## src/rtl/monochrome_ctrl.sv

```systemverilog
// monochrome_ctrl
//   ZX-UNO register that selects the monochrome mode of the colour path.
//   Software writes a pending mode. A keyboard hotkey can also advance the
//   pending mode. The pending mode is applied only on a vsync rising edge,
//   so the colour path never changes mode mid-frame.
//
//   Build option: define MONOCHROME_HOTKEY_EN to build the hotkey
//   synchroniser, the hold-off counter and the lock gating. Without it the
//   hotkey input is ignored. The lock bit is still writable and readable.
//
// Parameters
//   MONOADDR  ZX-UNO register address of this register
//   HOLDOFF   hotkey hold-off length in clk cycles (1 .. 2^20-1)
//
// Ports
//   clk, rst_n            system clock, asynchronous active-low reset
//   zxuno_addr            selected ZX-UNO register address
//   zxuno_regrd/_regwr    register read/write strobes (level, active-high)
//   din                   write data: [7] lock, [1:0] mode
//   dout, oe              read data {lock, dirty, 0000, pending}; oe while driving
//   hotkey                asynchronous mode-cycle key level
//   vsync                 vertical sync (clk domain, active-high)
//   monochrome_selection  applied mode: 00 colour, 01 green, 10 amber, 11 B&W

module monochrome_ctrl #(
  parameter logic [7:0]  MONOADDR = 8'h0F,
  parameter logic [19:0] HOLDOFF  = 20'd1000000
) (
  input  logic       clk,
  input  logic       rst_n,
  input  logic [7:0] zxuno_addr,
  input  logic       zxuno_regrd,
  input  logic       zxuno_regwr,
  input  logic [7:0] din,
  output logic [7:0] dout,
  output logic       oe,
  input  logic       hotkey,
  input  logic       vsync,
  output logic [1:0] monochrome_selection
);

  logic [1:0] pending, pending_d;
  logic [1:0] applied, applied_d;
  logic       lock, lock_d;
  logic       dirty, dirty_d;
  logic       vsync_q;

  logic       write_hit;
  logic       apply;
  logic       hotkey_accept;

  // Bits 6:2 of the write data carry no state.
  logic [4:0] unused_din;
  assign unused_din = din[6:2];

  assign write_hit = zxuno_regwr && (zxuno_addr == MONOADDR);
  assign apply     = vsync && !vsync_q;

`ifdef MONOCHROME_HOTKEY_EN
  logic        hk_sync1, hk_sync2, hk_hist;
  logic [19:0] holdoff;

  // A write hit in the same cycle wins over the hotkey edge. The edge is then
  // dropped, not deferred, and the hold-off counter is not loaded.
  assign hotkey_accept = hk_sync2 && !hk_hist && (holdoff == 20'd0) &&
                         !lock && !write_hit;

  always_ff @(posedge clk or negedge rst_n) begin
    if (!rst_n) begin
      hk_sync1 <= 1'b0;
      hk_sync2 <= 1'b0;
      hk_hist  <= 1'b0;
      holdoff  <= 20'd0;
    end else begin
      hk_sync1 <= hotkey;
      hk_sync2 <= hk_sync1;
      hk_hist  <= hk_sync2;
      if (hotkey_accept)
        holdoff <= HOLDOFF;
      else if (holdoff != 20'd0)
        holdoff <= holdoff - 20'd1;
    end
  end
`else
  logic unused_hotkey;
  assign unused_hotkey = hotkey;
  assign hotkey_accept = 1'b0;
`endif

  // NOTE: every signal driven here gets its default first. A path that leaves
  // a signal unassigned would infer a latch.
  always_comb begin
    pending_d = pending;
    applied_d = applied;
    lock_d    = lock;
    dirty_d   = dirty;

    if (apply) begin
      applied_d = pending;
      dirty_d   = 1'b0;
    end

    // Compare the new pending value with the value applied at the end of this
    // cycle. An apply in the same cycle therefore takes the pre-write pending.
    if (write_hit) begin
      pending_d = din[1:0];
      lock_d    = din[7];
      dirty_d   = (din[1:0] != applied_d);
    end else if (hotkey_accept) begin
      pending_d = pending + 2'd1;
      dirty_d   = 1'b1;
    end
  end

  // NOTE: state registers use non-blocking assignments. All flops then
  // sample the pre-edge values, whatever order the statements are written in.
  always_ff @(posedge clk or negedge rst_n) begin
    if (!rst_n) begin
      pending <= 2'b00;
      applied <= 2'b00;
      lock    <= 1'b0;
      dirty   <= 1'b0;
      vsync_q <= 1'b0;
    end else begin
      pending <= pending_d;
      applied <= applied_d;
      lock    <= lock_d;
      dirty   <= dirty_d;
      vsync_q <= vsync;
    end
  end

  assign monochrome_selection = applied;

  assign oe   = zxuno_regrd && (zxuno_addr == MONOADDR);
  assign dout = oe ? {lock, dirty, 4'b0000, pending} : 8'h00;

endmodule

```

## config.mk

```make
export PLATFORM = sky130hd
export DESIGN_NAME = monochrome_ctrl
export DESIGN_NICKNAME = d
export VERILOG_FILES = /design/src/rtl/monochrome_ctrl.sv
export SDC_FILE = /design/constraint.sdc
export NUM_CORES = 1
export LEC_CHECK = 0
export CORE_MARGIN = 3
export CORE_UTILIZATION = 31
export DETAILED_ROUTE_END_ITERATION = 8
export HOLD_SLACK_MARGIN = 0.03
export PLACE_DENSITY = 0.88
export SLEW_MARGIN = 40
export SYNTH_ARGS = -nofsm -noshare
export SYNTH_HDL_FRONTEND = slang
export SYNTH_SLANG_ARGS = --single-unit
```

## constraint.sdc

```tcl
create_clock -name clk -period 1.4 [get_ports clk]
set_input_delay 0.21 -clock clk [delete_from_list [all_inputs] [get_ports clk]]
set_output_delay 0.21 -clock clk [all_outputs]
set_load 0.02 [all_outputs]
```

==> After elaboration in Yosys (flattened, before gate mapping) <==
Cells that the tools add are included.
{ "totals": {"ff_bits": 7, "wordCells": 16} }
{ "classes": {"mux": 4, "n_reduce_logical": 5, "eq_ne": 2} }
{ "ops": {"columns": ["operator", "n"], "rows": [
  ["== test 8 x 4 -> 1 bit (second input constant)", 1],
  ["two-way mux 8 bit", 1],
  ["logical AND 1 bit", 3],
  ["two-way mux 1 bit", 2],
  ["two-way mux 2 bit", 1],
  ["!= test 2 bit", 1],
  ["nonzero test 2 bit", 1],
  ["zero test 1 bit", 1]
]} }

==> Logic depth before layout (Yosys ltp) <==
{ "depth": {"ltp_word": 5, "mapped_depth": 4, "depth_no_buf": 4} }

==> Worst setup path after synthesis <==
No wires, ideal clock.
{ "synth_path": {"path_type": "input to register", "startpoint": "in zxuno_addr[6]", "endpoint": "reg pending[0]", "t_arrival_ns": 1.239, "n_path_buf": 0, "path_stages": 4, "slack_ns": 0.036, "cell_sequence": "nand4bb_4 > nor4_4 > and2_4 > mux2_4"} }
{ "synth_between": {"elab_chain_len": 2} }
{ "synth_lines": {"columns": ["element", "line", "rtl"], "rows": [
  ["from (decl)", "31", "input logic [7:0] zxuno_addr,"],
  ["== test 8 x 4 -> 1 bit", "56", "assign write_hit = zxuno_regwr && (zxuno_addr == MONOADDR);"],
  ["logical AND 1 bit", "56", null],
  ["to (signal assigned)", "125", "pending <= pending_d;"],
  ["to (decl)", "42", "logic [1:0] pending, pending_d;"]
]} }
No other way between the ends.
A chain may end at the register's enable or synchronous reset.

==> Worst setup path in the final report <==
{ "layout_path": {"startpoint": "in zxuno_addr[4]", "endpoint": "out dout[0]"} }
{ "layout_between": {"elab_chain_len": 3} }
{ "layout_lines": {"columns": ["element", "line", "rtl"], "rows": [
  ["== test 8 x 4 -> 1 bit", "135", "assign oe = zxuno_regrd && (zxuno_addr == MONOADDR);"],
  ["logical AND 1 bit", "135", null],
  ["two-way mux 8 bit", "136", "assign dout = oe ? {lock, dirty, 4'b0000, pending} : 8'h00;"],
  ["to (decl)", "35", "output logic [7:0] dout,"]
]} }
No other way between the ends.

==> qor.yml <==
status:
  run_status: "finished, final reports clean"
drt:
  route.detailed.wl_per_inst_um: 11.9
  postRouteWirelength_um: 894
  detailed_route_vias_per_instance: 4.41
  detailedRoute.firstIterationViolations: 1
  number_of_detailed_routing_iterations_run_before_antenna_repair: 3
  ant_nets: 0
  remaining_drc_errors: 0
  num_vias: 331
grt:
  antenna_found_initial: 0
  via_count_of_the_first_global_routing_pass: 312
  grt_overflow_total: 0
  grt_use_total_pct: 11.1
  pin_count_of_the_biggest_net_entering_global_routing: 8
  global_route_wire_length_before_repair_mm: 1.45
setup_path:
  rr_endpoint: "dirty"
  critical_path.slowest_cell: "nor4_4"
  crit_family: "simple AND/OR/NAND/NOR gates"
  path_length_in_cells_of_the_critical_path: 4
  crit_path_max_fanout: 5
  reg2reg_slack_ns: 0.16
  timing.rr.start: "vsync_q"
  worstSetupStartpoint: "zxuno_addr[4]"
  critical_path_buf_inv_count: 2
  cells_on_worst_reg2reg_path: 4
  worstPathArrival_ns: 1.11
  worstSetupEndpointType: "output port"
  max_stage_delay_ns: 0.35
  worst-setup-path-type: "primary input to output port"
  path_cells: "clkdlybuf4s15_1 > nor4_4 > and3_2 > buf_4"
  cp_capture_point: "dout[0]"
  worstSetupStartpointType: "primary input"
  cp.required_ns: 1.19
floorplan:
  die_h_um: 42.3
  dieArea_sq_um: 1790
  die_x_um: 42.3
  fp-row-count: 12
  core_area_sq_um: 1170
  initial_core_utilization_pct: 34.8
  ioPinCount: 33
timing:
  finalClockSkew_ns: 0.00134
  rsz0062_at_grt: "yes"
  min_period_ns: 1.32
  timing.final.setup_violations: 0
  setup_slack_ns: 0.0807
  fmax_mhz: 758
  report.final.hold_viol_count: 0
  timing_max_transition_violations_final: 0
  final_min_period_over_clock_period_pct: 94.2
  setup_total_negative_slack_ns: 0
clock_network:
  tritoncts: "yes"
  cts_hold_buffers: 0
  cts_htree_levels: 1
  cts.sinks: 7
  clk-insertion-delay-late_ns: 0.25
  clk_path_buf_depth: 2
  tritoncts.num_buffers: 3
  library_cell_used_as_clock_root_buffer: "clkbuf_4"
  worst_setup_hold_path_clk_slew_ns: 0.05
power_and_ir_drop:
  pwr-share-seq_pct: 43.8
  power_density_nw_per_um2: 777
  worst_ir_drop_vdd_mv: 0.422
  power_frac_clock_pct: 37.3
  power_frac_comb_pct: 18.9
  net-switching-power_uw: 125
  p_leak_uw: 0.000321
  power.internal_uw: 373
  p_sw_share_pct: 25.0
cells_and_area:
  num_antenna_cells: 0
  final_cells: 75
  layout-area-overhead-vs-synth_pct: 57.1
  final.fill_count: 110
  final_design_area_no_fill_sq_um: 641
  design.final.nets: 84
  finalCoreUtilization_pct: 54.7
  drive_gt1_share_pct: 44.3
yosys:
  yosys_warnings: 0
  synthCells: 34
  syn_avg_cell_area_sq_um: 12.0
  synth_sequential_area_ratio_pct: 42.9
  synthDistinctLibCells: 18
  number_of_synthesized_register_bits: 7
  post_synth_instance_area_sq_um: 408
placement:
  placedCellCount: 71
  placed_area_sq_um: 642
  placement.io_buffers: 22
  dp_slack_ns: -0.788
  post-dp-hpwl_um: 752
  gp_congestion: 0.753
job:
  max-cap-violations: 0
worst_hold_path:
  min_path_type: "primary input to async pin"
## worst min-delay path by stage
stage / end / slack, ns / cells past startpoint
3_3_place_gp: monochrome_selection[0] / 0.48 / 1
2_1_floorplan: dirty / -0.09 / 0
6_report: monochrome_selection[1] / 0.21 / 1
5_1_grt: lock / 0.22 / 1
3_5_place_dp: monochrome_selection[0] / 0.49 / 1
4_1_cts: monochrome_selection[1] / 0.22 / 1
## cells by family after synthesis
kind of cell | synth area share (%)
AOI/OAI and AO/OA | 4.60
buffers and inverters | 9.20
xor gates and xnor gates | 4.30
other | 0.919
muxes | 12.9
DFF | 42.9
and+or+nand+nor | 25.2
## layout by cell type, fill, tap and decap left out
cell | netlist | final
and3_4 | 0 | 2
clkdlybuf4s15_1 | 0 | 2
buf_6 | 0 | 2
a22oi_1 | 1 | 1
clkbuf_1 | 0 | 1
dlygate4sd2_1 | 0 | 2
nor4_4 | 1 | 1
buf_4 | 4 | 5
nand2_2 | 0 | 1
nand2_1 | 2 | 1
clkdlybuf4s50_1 | 0 | 7
and2_4 | 1 | 1
mux2_4 | 2 | 2
and3_2 | 3 | 1
o21ai_0 | 1 | 1
nand4bb_4 | 1 | 1
dfrtp_1 | 7 | 7
clkbuf_2 | 0 | 5
a31oi_1 | 1 | 1
xnor2_1 | 2 | 2
conb_1 | 1 | 4
clkbuf_4 | 0 | 3
buf_2 | 0 | 1
nand3_1 | 1 | 1
nor2_1 | 1 | 1
inv_1 | 2 | 2
nand2b_1 | 1 | 1
mux2_2 | 2 | 2
## synthesized netlist by cell type
cell type	instances	area share, %
dfrtp_1	7	43
buf_4	4	7.4
and3_2	3	5.5
inv_1	2	1.8
mux2_2	2	5.5
mux2_4	2	7.4
nand2_1	2	1.8
xnor2_1	2	4.3
a22oi_1	1	1.8
a31oi_1	1	1.5
and2_4	1	2.1
conb_1	1	0.92
nand2b_1	1	1.5
nand3_1	1	1.2
nand4bb_4	1	6.7
nor2_1	1	0.92
nor4_4	1	5.2
o21ai_0	1	1.2
## repair_timing
| item | 4_1_cts | 5_1_grt |
|---|---|---|
| setup buffers | 1 | 0 |
| gates resized for setup | 41 | 12 |
| pin swaps | 4 | 2 |
| setup endpoints to repair | 11 | 7 |
## power by group through the flow
stage	sequential [uW]	combinational (uW)	clock, uW
CTS	218	95.0	191
global placement	221	102	0
detailed placement	221	104	0
floorplan	224	43.6	0
global route	219	102	205
finish	218	94.1	186
## area by class of cell
type	instances	area, sq um	area share [%]
Inverter	2	7.51	1.17
Clock buffer	4	26.3	4.10
Multi-Input combinational cell	24	216	33.8
Sequential cell	7	175	27.3
Tap cell	14	17.5	2.73
Timing Repair Buffer	24	198	30.9
## routing by layer
metal | track usage, % | part of all wire [%] | vias up
li1 | - | - | 161
met1 | 13.5 | 41 | 148
met2 | 16.7 | 47 | 20
met3 | 3.43 | 11 | 2
met4 | 7.45 | 1.6 | 0
met5 | 0 | 0 | -
## sequential cells by signal (all words and copies together), names as in the netlist
signal and cells:
dirty 1, lock 1, vsync_q 1, monochrome_selection 2, pending 2
## metrics by stage
| step | total power [uW] | hold slack, ns |
|---|---|---|
| 2_1_floorplan | 268 | -0.0856 |
| 3_3_place_gp | 323 | 0.481 |
| 3_5_place_dp | 325 | 0.491 |
| 4_1_cts | 503 | 0.220 |
| 5_1_grt | 526 | 0.224 |
| 6_report | 498 | 0.214 |
(Power assumes the default switching activity.)
